## src/rtl/lsu_mem_ctrl.sv

```systemverilog
// Load/store unit: accepts one memory op from execute, drives a req/gnt/rvalid
// data-memory handshake, aligns/extends load data and flags bad accesses.
module lsu_mem_ctrl #(
    parameter int ADDR_WIDTH = 32,
    parameter int DATA_WIDTH = 32
) (
    input  logic                  clk,
    input  logic                  rst_n,
    input  logic                  ex_valid,
    output logic                  ex_ready,
    input  logic                  ex_is_store,
    input  logic [2:0]            ex_funct3,
    input  logic [ADDR_WIDTH-1:0] ex_addr,
    input  logic [DATA_WIDTH-1:0] ex_wdata,
    input  logic [4:0]            ex_rd,
    output logic                  wb_valid,
    output logic [4:0]            wb_rd,
    output logic [DATA_WIDTH-1:0] wb_data,
    output logic                  exc_valid,
    output logic [3:0]            exc_cause,
    output logic [ADDR_WIDTH-1:0] exc_addr,
    output logic                  mem_req,
    output logic                  mem_we,
    output logic [3:0]            mem_be,
    output logic [ADDR_WIDTH-1:0] mem_addr,
    output logic [DATA_WIDTH-1:0] mem_wdata,
    input  logic                  mem_gnt,
    input  logic                  mem_rvalid,
    input  logic [DATA_WIDTH-1:0] mem_rdata
);

    typedef enum logic [2:0] {
        S_IDLE,
        S_REQ,
        S_WAIT,
        S_RESP,
        S_EXC
    } state_e;

    localparam logic [3:0] CAUSE_ILLEGAL  = 4'd2;
    localparam logic [3:0] CAUSE_LD_ALIGN = 4'd4;
    localparam logic [3:0] CAUSE_ST_ALIGN = 4'd6;

    state_e                  state_q;
    logic                    is_store_q;
    logic [2:0]              funct3_q;
    logic [1:0]              addr_lo_q;
    logic [4:0]              rd_q;
    logic                    wb_valid_q;
    logic [4:0]              wb_rd_q;
    logic [DATA_WIDTH-1:0]   wb_data_q;
    logic                    exc_valid_q;
    logic [3:0]              exc_cause_q;
    logic [ADDR_WIDTH-1:0]   exc_addr_q;
    logic                    mem_req_q;
    logic                    mem_we_q;
    logic [3:0]              mem_be_q;
    logic [ADDR_WIDTH-1:0]   mem_addr_q;
    logic [DATA_WIDTH-1:0]   mem_wdata_q;

    logic                    illegal_d;
    logic                    misalign_d;
    logic [3:0]              be_d;
    logic [DATA_WIDTH-1:0]   wdata_d;
    logic [DATA_WIDTH-1:0]   shifted_d;
    logic [DATA_WIDTH-1:0]   load_d;

    // Decode of the op presented by execute; only consumed on the accept edge.
    always_comb begin
        // NOTE: every always_comb output gets a default first so no path infers a latch.
        illegal_d  = 1'b0;
        misalign_d = 1'b0;
        be_d       = 4'b1111;
        wdata_d    = '0;
        if (ex_is_store) begin
            illegal_d = ex_funct3[2] || (ex_funct3[1:0] == 2'b11);
        end else begin
            illegal_d = !(ex_funct3 inside {3'b000, 3'b001, 3'b010, 3'b100, 3'b101});
        end
        misalign_d = ((ex_funct3[1:0] == 2'b01) && ex_addr[0]) ||
                     ((ex_funct3[1:0] == 2'b10) && (ex_addr[1:0] != 2'b00));
        case (ex_funct3[1:0])
            2'b00: begin
                be_d    = 4'b0001 << ex_addr[1:0];
                wdata_d = {4{ex_wdata[7:0]}};
            end
            2'b01: begin
                be_d    = 4'b0011 << ex_addr[1:0];
                wdata_d = {2{ex_wdata[15:0]}};
            end
            default: begin
                be_d    = 4'b1111;
                wdata_d = ex_wdata;
            end
        endcase
        if (!ex_is_store) begin
            wdata_d = '0;
        end
    end

    // Load alignment uses the size and offset captured at accept.
    always_comb begin
        shifted_d = mem_rdata >> {addr_lo_q, 3'b000};
        case (funct3_q)
            3'b000:  load_d = {{24{shifted_d[7]}}, shifted_d[7:0]};
            3'b100:  load_d = {24'd0, shifted_d[7:0]};
            3'b001:  load_d = {{16{shifted_d[15]}}, shifted_d[15:0]};
            3'b101:  load_d = {16'd0, shifted_d[15:0]};
            default: load_d = shifted_d;
        endcase
    end

    always_ff @(posedge clk or negedge rst_n) begin
        if (!rst_n) begin
            state_q     <= S_IDLE;
            is_store_q  <= 1'b0;
            funct3_q    <= '0;
            addr_lo_q   <= '0;
            rd_q        <= '0;
            wb_valid_q  <= 1'b0;
            wb_rd_q     <= '0;
            wb_data_q   <= '0;
            exc_valid_q <= 1'b0;
            exc_cause_q <= '0;
            exc_addr_q  <= '0;
            mem_req_q   <= 1'b0;
            mem_we_q    <= 1'b0;
            mem_be_q    <= '0;
            mem_addr_q  <= '0;
            mem_wdata_q <= '0;
        end else begin
            // NOTE: state and registered outputs use <= so every branch sees pre-edge values.
            case (state_q)
                S_IDLE: begin
                    if (ex_valid) begin
                        is_store_q <= ex_is_store;
                        funct3_q   <= ex_funct3;
                        addr_lo_q  <= ex_addr[1:0];
                        rd_q       <= ex_rd;
                        if (illegal_d || misalign_d) begin
                            exc_valid_q <= 1'b1;
                            exc_cause_q <= illegal_d   ? CAUSE_ILLEGAL :
                                           ex_is_store ? CAUSE_ST_ALIGN : CAUSE_LD_ALIGN;
                            exc_addr_q  <= ex_addr;
                            state_q     <= S_EXC;
                        end else begin
                            mem_req_q   <= 1'b1;
                            mem_we_q    <= ex_is_store;
                            mem_be_q    <= be_d;
                            mem_addr_q  <= {ex_addr[ADDR_WIDTH-1:2], 2'b00};
                            mem_wdata_q <= wdata_d;
                            state_q     <= S_REQ;
                        end
                    end
                end
                S_REQ: begin
                    if (mem_gnt) begin
                        mem_req_q <= 1'b0;
                        state_q   <= S_WAIT;
                    end
                end
                S_WAIT: begin
                    if (mem_rvalid) begin
                        if (is_store_q) begin
                            state_q <= S_IDLE;
                        end else begin
                            wb_valid_q <= 1'b1;
                            wb_rd_q    <= rd_q;
                            wb_data_q  <= load_d;
                            state_q    <= S_RESP;
                        end
                    end
                end
                S_RESP: begin
                    wb_valid_q <= 1'b0;
                    state_q    <= S_IDLE;
                end
                S_EXC: begin
                    exc_valid_q <= 1'b0;
                    state_q     <= S_IDLE;
                end
                default: state_q <= S_IDLE;
            endcase
        end
    end

    // Held low while reset is asserted so every output reads 0 in reset.
    assign ex_ready  = rst_n && (state_q == S_IDLE);
    assign wb_valid  = wb_valid_q;
    assign wb_rd     = wb_rd_q;
    assign wb_data   = wb_data_q;
    assign exc_valid = exc_valid_q;
    assign exc_cause = exc_cause_q;
    assign exc_addr  = exc_addr_q;
    assign mem_req   = mem_req_q;
    assign mem_we    = mem_we_q;
    assign mem_be    = mem_be_q;
    assign mem_addr  = mem_addr_q;
    assign mem_wdata = mem_wdata_q;

endmodule

```

## config.mk

```make
export PLATFORM = sky130hd
export DESIGN_NAME = lsu_mem_ctrl
export DESIGN_NICKNAME = d
export VERILOG_FILES = /design/src/rtl/lsu_mem_ctrl.sv
export SDC_FILE = /design/constraint.sdc
export NUM_CORES = 1
export LEC_CHECK = 0
export BUFFER_PORTS_ARGS = -buffer_cell sky130_fd_sc_hd__buf_2
export CAP_MARGIN = 20
export CELL_PAD_IN_SITES_DETAIL_PLACEMENT = 1
export CELL_PAD_IN_SITES_GLOBAL_PLACEMENT = 2
export CORE_MARGIN = 8
export CORE_UTILIZATION = 25
export DETAILED_ROUTE_END_ITERATION = 7
export GPL_ROUTABILITY_DRIVEN = 0
export MAX_ROUTING_LAYER = met4
export PLACE_DENSITY = 0.64
export SYNTH_ARGS = -nofsm -noshare
export SYNTH_HDL_FRONTEND = slang
export SYNTH_SLANG_ARGS = --single-unit
```

## constraint.sdc

```tcl
create_clock -name clk -period 4.8 [get_ports clk]
set_clock_uncertainty 0.05 [all_clocks]
set_input_delay 0.48 -clock clk [delete_from_list [all_inputs] [get_ports clk]]
set_output_delay 0.48 -clock clk [all_outputs]
set_load 0.005 [all_outputs]
```

==> impl_metrics.toml, run 1 <==
[global_route]
grt.overflow.total = 0
antenna_found_initial = 1
grt_pass1_wl_mm = 36.7
grt_usage_pct = 14.6
grt_max_degree = 81
grt_pass1_vias = 6159

[critical_path]
cp_max_fo = 23
r2r_setup_slack_ps = 1860
start_kind = "register"
worstReg2RegStart = "state_q[1]"
crit_type = "reg -> reg"
worstRegToRegCells = 3
required_ps = 5070
arrival_ps = 3200
worstReg2RegEnd = "mem_wdata[13]"
end_kind = "register"

[clocking]
cts_sinks = 155
clk_pin_slew_ps = 80
postCtsHoldBufs = 0
clockRootBuffer = "clkbuf_16"
h-tree-depth = 4
cts_tree = "built"
cts_made_buffers = 17
ctsResizeCount = 0
clk_latency_ps = 420
post-cts-setup-buffers = 0
cts_max_path_buffers = 2

[sta]
finalMaxSlewViolations = 0
setup_viol = 0
max_freq_mhz = 341
slew_headroom_pct = 27.0
period_share_pct = 61.2
worst_pin_slew_ps = 1090
setup_tns_ps = 0
finalHoldViolCount = 0
hold_ws_ps = 38.6
rsz0062_at_grt = "false"
min_period_ps = 2940

[min_path]
hold_path_class = "in -> async"

[die]
row_count = 60
pin_count = 256
die-area_um2 = 33000
fp.dieW_um = 182
die-height_um = 182
initial_core_util_pct = 25.5
core_um2 = 27000

[detailed_routing]
drc_errors = 0
ant_nets = 0
drtPass1Iterations = 4
routedWlPerCell_um = 20.0
routed_wl_mm = 23.4
vias = 5474
first_iter_violations = 187
via_per_inst = 4.68

[synth]
synth_flop_cell = "dfrtp_1"
synth-warning-count = 0
netlist_instances = 579
syn_area_per_cell_um2 = 11.8
synth_top_area_cell = "dfrtp_1"
yosysUniqueCellTypes = 46
syn-cell-area_um2 = 6860
seq_area_frac_synth_pct = 56.5
async_reset_ff_share_pct = 100
synth_top_area_share_pct = 56.5
synth_edf_count = 0
synth-seq-cells = 155
synthTopCellsByArea = "dfrtp_1 (57%), mux2_2 (6.7%), mux2_1 (6.4%)"

[final_layout]
multi_input_area_um2 = 2750
fillCellCount = 3076
seq_area_um2 = 3880
area_growth_pct = 32.1
nNetsFinal = 924
drive_above_1_share_pct = 41.4
stdcell_area_um2 = 9060

[run]
drv_cap = 0

[place]
placed_area_um2 = 8400
hpwl_mm = 16.9
io_buffers = 251

[outcome]
outcome = "finished clean"

[power_and_ir_drop]
power_leakage_nw = 4.39
total_power_mw = 5.84
power.density_nw_per_um2 = 645
vdd_drop_max_uv = 236
## layer usage
metal | wire, µm | part of all wire (%) | GRT usage [%] | vias to the layer above
met2 | 10500 | 45 | 21.8 | 183
li1 | - | - | - | 2512
met3 | 1660 | 7.1 | 5.19 | 16
met1 | 11000 | 47 | 18.6 | 2763
met5 | 0 | 0 | - | -
met4 | 244 | 1.0 | 3.64 | 0
## how the worst max path moves through the flow
stage	startpoint	end	slack [ps]	depth (start not counted)
2_1_floorplan	ex_addr[0]	mem_addr[15]	2920	6
3_3_place_gp	ex_valid	mem_wdata[23]	1880	4
3_5_place_dp	state_q[1]	mem_wdata[10]	1820	3
4_1_cts	state_q[1]	mem_wdata[13]	1810	3
5_1_grt	state_q[1]	mem_wdata[27]	1550	3
6_report	state_q[1]	mem_wdata[13]	1860	3
## cell type report
cell class / instances / share of cell area [%]
sequential: 155 / 42.8
tap: 341 / 4.71
clock buffer: 17 / 4.69
multi-input combinational: 375 / 30.3
timing repair buffer: 259 / 14.9
inverter: 6 / 0.249
antenna: 2 / 0.0552
clock inverter: 15 / 2.33
## where the power goes
group          switching [mW]  internal (mW)
registers               0.383           1.95
clock network           0.700          0.725
logic                    1.06           1.02
## worst max-delay path, stage by stage, from the launching register on
cell and delay [ps]:
dfrtp_1 500, nor4b_4 970, nand3_1 900, o21ai_0 400
## logic make-up (layout without fill, tap and decap cells)
logic type / count (synthesis) / count (layout) / synth area share [%]
simple gates: 129 / 129 / 8.79
flops: 155 / 155 / 56.5
mux: 123 / 123 / 19.6
other cells: 1 / 6 / 0.0547
buf+inv: 52 / 297 / 3.94
compound gates: 119 / 119 / 11.1
## per-stage QoR
stage | utilization, % | instances | worst slack (ps)
floorplan | - | 582 | 2920
global placement | 31.2 | 1135 | 1880
detailed placement | 31.2 | 1135 | 1820
CTS | 33.5 | 1167 | 1810
global route | 33.6 | 1169 | 1550
finish | 33.6 | 1170 | 1860
## flip-flops by register name, summed over array words and instances (netlist names)
name        flops
addr_lo_q       2
exc_addr       32
exc_cause       2
exc_valid       1
funct3_q        3
is_store_q      1
mem_addr       30
mem_be          4
mem_req         1
mem_wdata      32
mem_we          1
rd_q            5
state_q         3
wb_data        32
wb_rd           5
wb_valid        1
## Yosys cell counts, types with 2 or more instances
cell type,n
dfrtp_1,155
nand2_1,66
mux2i_1,42
mux2_2,41
mux2_1,39
o21ai_0,38
nor2_1,37
a21oi_1,33
clkbuf_1,17
buf_2,14
nor2b_1,10
o2bb2ai_1,9
a211oi_1,8
a22o_1,8
inv_1,6
o311ai_1,6
buf_4,5
buf_6,5
buf_1,4
a31oi_1,3
o311ai_0,3
nand2b_1,2
nand3_1,2
o21ai_1,2
o31ai_1,2
or3_1,2
## placed cells by master (no fill, tap or decap), drive strengths merged, types with 2 or more instances in the layout
cell type,count
nor2b,10
o2bb2ai,9
o21ai,40
nor4b,2
nand2,66
or2,2
diode,2
a21oi,33
or3,2
a211oi,8
nand3,2
nor2,37
a31oi,3
mux2i,42
buf,259
o311ai,9
conb,4
mux2,80
nand2b,3
dfrtp,155
a22o,8
clkinv,8
clkbuf,17
inv,13
o31ai,2
(Power assumes the default switching activity.)
==> run 2, diff against run 1 <==
Settings changed: ABC_AREA from default to 1, PLACE_DENSITY 0.64 to 0.74.
Clock period 4.8 ns to 2.7 ns, I/O delays scaled along.
==> run 2 against run 1 <==
Clock power increased by 75%. Routed wire length is 22% higher. Largest cell class unchanged. Die area grew 7.9%. Worst hold slack got worse by 18 ps.
==> impl_metrics.toml, run 2 <==
[min_path]
min_from = "mem_rvalid"
hold_path_class = "in -> reg"
hold_path_depth = 2
hold_end = "state_q[1]"

[critical_path]
arrival_ps = 2490
start_kind = "register"
worstReg2RegEnd = "mem_wdata[8]"
worstReg2RegStart = "state_q[1]"
crit_type = "reg -> reg"
required_ps = 3010
end_kind = "register"
r2r_setup_slack_ps = 520
worstRegToRegCells = 9
cp_max_fo = 40

[power_and_ir_drop]
power.density_nw_per_um2 = 1080
seqPwrFrac_pct = 38.0
vdd_drop_max_uv = 369
power_leakage_nw = 5.58
power_frac_comb_pct = 38.6
pwr-share-clk_pct = 23.4
switching_power_mw = 4.35
switching_share_pct = 40.7
internal_power_mw = 6.32
total_power_mw = 10.7

[clocking]
post-cts-setup-buffers = 0
cts_tree = "built"
clk_pin_slew_ps = 70
cts_made_buffers = 17
postCtsHoldBufs = 19
clockRootBuffer = "clkbuf_16"
h-tree-depth = 4
cts_max_path_buffers = 2
clk_latency_ps = 420
cts_sinks = 155
ctsResizeCount = 0

[sta]
setup_viol = 0
worst_pin_slew_ps = 780
hold_ws_ps = 21.1
finalMaxSlewViolations = 0
slew_headroom_pct = 47.9
min_period_ps = 2180
period_share_pct = 80.7
max_freq_mhz = 459
setup_tns_ps = 0
finalHoldViolCount = 0
rsz0062_at_grt = "false"
setup_ws_ps = 521

[die]
die-area_um2 = 35600
initial_core_util_pct = 25.3
row_count = 63
pin_count = 256
die-height_um = 189
core_um2 = 29500
fp.dieW_um = 189

[final_layout]
final_common_cell = "nand2_1"
area_growth_pct = 32.5
fin_util_pct = 33.5
final_cell_mix = "nand2_1 (427), buf_2 (250), dfrtp_1 (155)"
drive_above_1_share_pct = 26.4
nNetsFinal = 1343
stdcell_area_um2 = 9880
final_cells = 1640

[detailed_routing]
first_iter_violations = 383
via_per_inst = 4.44
vias = 7276
routedWlPerCell_um = 17.4
ant_nets = 0
routed_wl_mm = 28.6
drtPass1Iterations = 4
drc_errors = 0

[place]
placed_area_um2 = 9070
hpwl_mm = 21.1
post-place-ws_ps = 255
post-place-cells = 1585
io_buffers = 251

[synth]
post-synth-top-count-cell = "nand2_1"
async_reset_ff_share_pct = 100
syn-cell-area_um2 = 7460
seq_area_frac_synth_pct = 52.0
synthTopCellsByArea = "dfrtp_1 (52%), nand2_1 (21%), nand3_1 (5.4%)"
synth_top_area_share_pct = 52.0
synth_commonest_cells = "nand2_1 (427), dfrtp_1 (155), nand3_1 (81), nor2_1 (68), inv_1 (65)"
synth_top_area_cell = "dfrtp_1"
syn_area_per_cell_um2 = 7.58
synth-warning-count = 0
synth_flop_cell = "dfrtp_1"
yosysUniqueCellTypes = 26
synth-seq-cells = 155
netlist_instances = 984
synth_edf_count = 0

[global_route]
antenna_found_initial = 4
grt_pass1_vias = 7841
grt_usage_pct = 16.5
grt_max_degree = 90
grt_pass1_wl_mm = 45.0
grt.overflow.total = 0

[outcome]
outcome = "finished clean"

[run]
drv_cap = 0
==> run 2: worst max-delay path by stage <==
stage	cells after the start	endpoint	from
finish	9	mem_wdata[8]	state_q[1]
global route	9	mem_wdata[9]	state_q[1]
CTS	9	mem_wdata[21]	state_q[1]
detailed placement	7	exc_addr[17]	ex_funct3[1]
global placement	7	exc_addr[31]	ex_funct3[1]
floorplan	8	mem_addr[14]	state_q[1]
==> run 2: cells by family (layout without fill, tap and decap cells) <==
family / Yosys count / in the layout / synth area share [%]
AOI/OAI and AO/OA: 45 / 45 / 3.05
buffers and inverters: 132 / 391 / 7.82
DFF: 155 / 155 / 52.0
other: 1 / 8 / 0.0503
and+or+nand+nor: 651 / 651 / 37.1
==> run 2: cell type report <==
| type | instances | area, µm² |
|---|---|---|
| fillers | 3686 | 19600 |
| clock inverters | 15 | 189 |
| clock buffers | 17 | 425 |
| diodes | 4 | 10.0 |
| inverters | 72 | 270 |
| well taps | 390 | 488 |
| repair buffers | 287 | 1610 |
| flip-flops and latches | 155 | 3880 |
| multi-input cells | 700 | 3010 |
==> run 2: critical path, cell delays in order (launching register included) <==
cell,delay [ps]
dfrtp_1,460
nor2_1,160
nand2_1,120
nor2_4,150
buf_4,250
inv_2,140
nor2_4,120
buf_4,430
nand3_1,140
nand2_1,80
==> run 2: power by group through the flow <==
stage	sequential, mW	clock, mW	combinational, mW
after global placement	4.08	0	4.15
final	4.06	2.50	4.12
after floorplan	4.09	0	2.11
after CTS	4.08	2.59	4.27
after global routing	4.21	2.67	4.76
after detailed placement	4.10	0	4.24
==> run 2: routing by layer <==
layer  global-route usage, %  up-vias  part of all wire, %
li1                        -     3574                    -
met1                    19.5     3508                   44
met2                    26.7      175                   48
met3                    5.42       19                  6.5
met4                    4.00        0                  1.5
met5                       -        -                    0
==> run 3, diff against run 2 <==
Clock period 2.7 ns to 2 ns, I/O delays scaled along.
==> run 3 against run 2 <==
Clock power is 36% higher. Setup slack worse by 200 ps. Non-clock buffer count up 37. Core utilization is 1.4 points higher. Cell count is 2.4% higher. First-iteration DRC count shrank 15%. Largest cell class unchanged.
==> impl_metrics.toml, run 3 (synthesis gave the netlist of run 2 again) <==
[outcome]
outcome = "finished clean"

[global_route]
grt_pass1_wl_mm = 45.5
grt_pass1_vias = 8131
grt_max_degree = 87
antenna_found_initial = 6
grt_usage_pct = 16.5
grt.overflow.total = 0

[sta]
min_period_ps = 1680
max_freq_mhz = 595
worst_pin_slew_ps = 543
finalHoldViolCount = 0
rsz0062_at_grt = "false"
slew_headroom_pct = 63.8
setup_viol = 0
setup_tns_ps = 0
period_share_pct = 84.0
finalMaxSlewViolations = 0

[clocking]
cts_tree = "built"
cts_max_path_buffers = 2
h-tree-depth = 4
clk_latency_ps = 420
clk_pin_slew_ps = 70
clockRootBuffer = "clkbuf_16"
cts_sinks = 155
cts_made_buffers = 17

[die]
row_count = 63
pin_count = 256
fp.dieW_um = 189
initial_core_util_pct = 25.3
die-area_um2 = 35600
core_um2 = 29500
die-height_um = 189

[place]
io_buffers = 251
hpwl_mm = 21.3

[critical_path]
r2r_setup_slack_ps = 320
required_ps = 2300
end_kind = "register"
worstReg2RegEnd = "mem_req"
cp_max_fo = 31
arrival_ps = 1980
worstRegToRegCells = 8
start_kind = "register"
endpoint = "mem_req"
cp-startpoint = "state_q[1]"
worstReg2RegStart = "state_q[1]"
crit_type = "reg -> reg"

[detailed_routing]
first_iter_violations = 324
via_per_inst = 4.41
drtPass1Iterations = 4
routedWlPerCell_um = 17.1
routed_wl_mm = 28.7
ant_nets = 0
drc_errors = 0
vias = 7400

[final_layout]
nNetsFinal = 1380
fillCellCount = 3721
fin_util_pct = 34.9
final_common_cell = "nand2_1"
drive_above_1_share_pct = 26.5
final_cell_mix = "nand2_1 (427), buf_2 (250), dfrtp_1 (155)"
area_growth_pct = 38.2

[run]
drv_cap = 0

[power_and_ir_drop]
power.density_nw_per_um2 = 1420
vdd_drop_max_uv = 702
power_leakage_nw = 5.76

[min_path]
hold_path_class = "in -> reg"
-- run 3: changes by cell type in the layout (fill, tap and decap cells not counted), sizes merged --
cell,before,now
diode,4,6
dlygate4sd3,19,45
buf,268,279
clkinv,7,8
inv,80,79
-- run 3: cell type report --
type | count | area, µm² | area share (%)
diodes | 6 | 15.0 | 0.146
clock buffers | 17 | 425 | 4.13
clock inverters | 15 | 211 | 2.05
inverters | 72 | 270 | 2.62
multi-input cells | 700 | 3010 | 29.3
flip-flops and latches | 155 | 3880 | 37.7
well taps | 390 | 488 | 4.74
repair buffers | 324 | 2000 | 19.4
-- run 3: critical path: stages, from the launching register on --
cell and delay, ps:
dfrtp_1 440, nor2_1 180, nand2_1 140, nor2_4 150
inv_2 110, nor2_4 180, buf_12 220, nor2_1 60
nor2_1 90
-- run 3: how the worst min path moves through the flow --
stage                         endpoint  cells after the start    startpoint
after floorplan           addr_lo_q[0]                      0         rst_n
after global placement     wb_data[23]                      2         rst_n
after detailed placement   wb_data[16]                      2         rst_n
after CTS                  funct3_q[2]                      3  ex_funct3[2]
after global routing       funct3_q[2]                      3  ex_funct3[2]
final                      funct3_q[2]                      3  ex_funct3[2]
-- run 3: where the power goes --
group | internal [mW] | switching, mW
Clock | 1.74 | 1.65
Sequential | 4.62 | 0.863
Combinational | 2.33 | 3.39
-- run 3: per-stage QoR --
stage	hold slack [ps]	instance area, µm²	setup WS, ps	std cells	total power [mW]
finish	38.4	10300	319	1679	14.6
global route	45.9	10300	145	1679	15.9
CTS	17.7	10300	259	1673	15.0
detailed placement	246	9200	271	1596	11.4
global placement	248	9200	313	1596	11.2
floorplan	-146	7470	498	987	8.37
-- run 3: metal layers --
layer	GRT usage, %	wire length, µm
met5	-	0
met2	27.0	13700
met4	4.15	472
met1	19.9	13100
met3	4.64	1420
-- run 3: timing repair --
action                                  4_1_cts  5_1_grt
gates resized for setup                       0        0
hold buffers                                 45        0
endpoints found under the hold margin       227        0
setup buffers                                 0        0
endpoints found under the setup margin        0        0
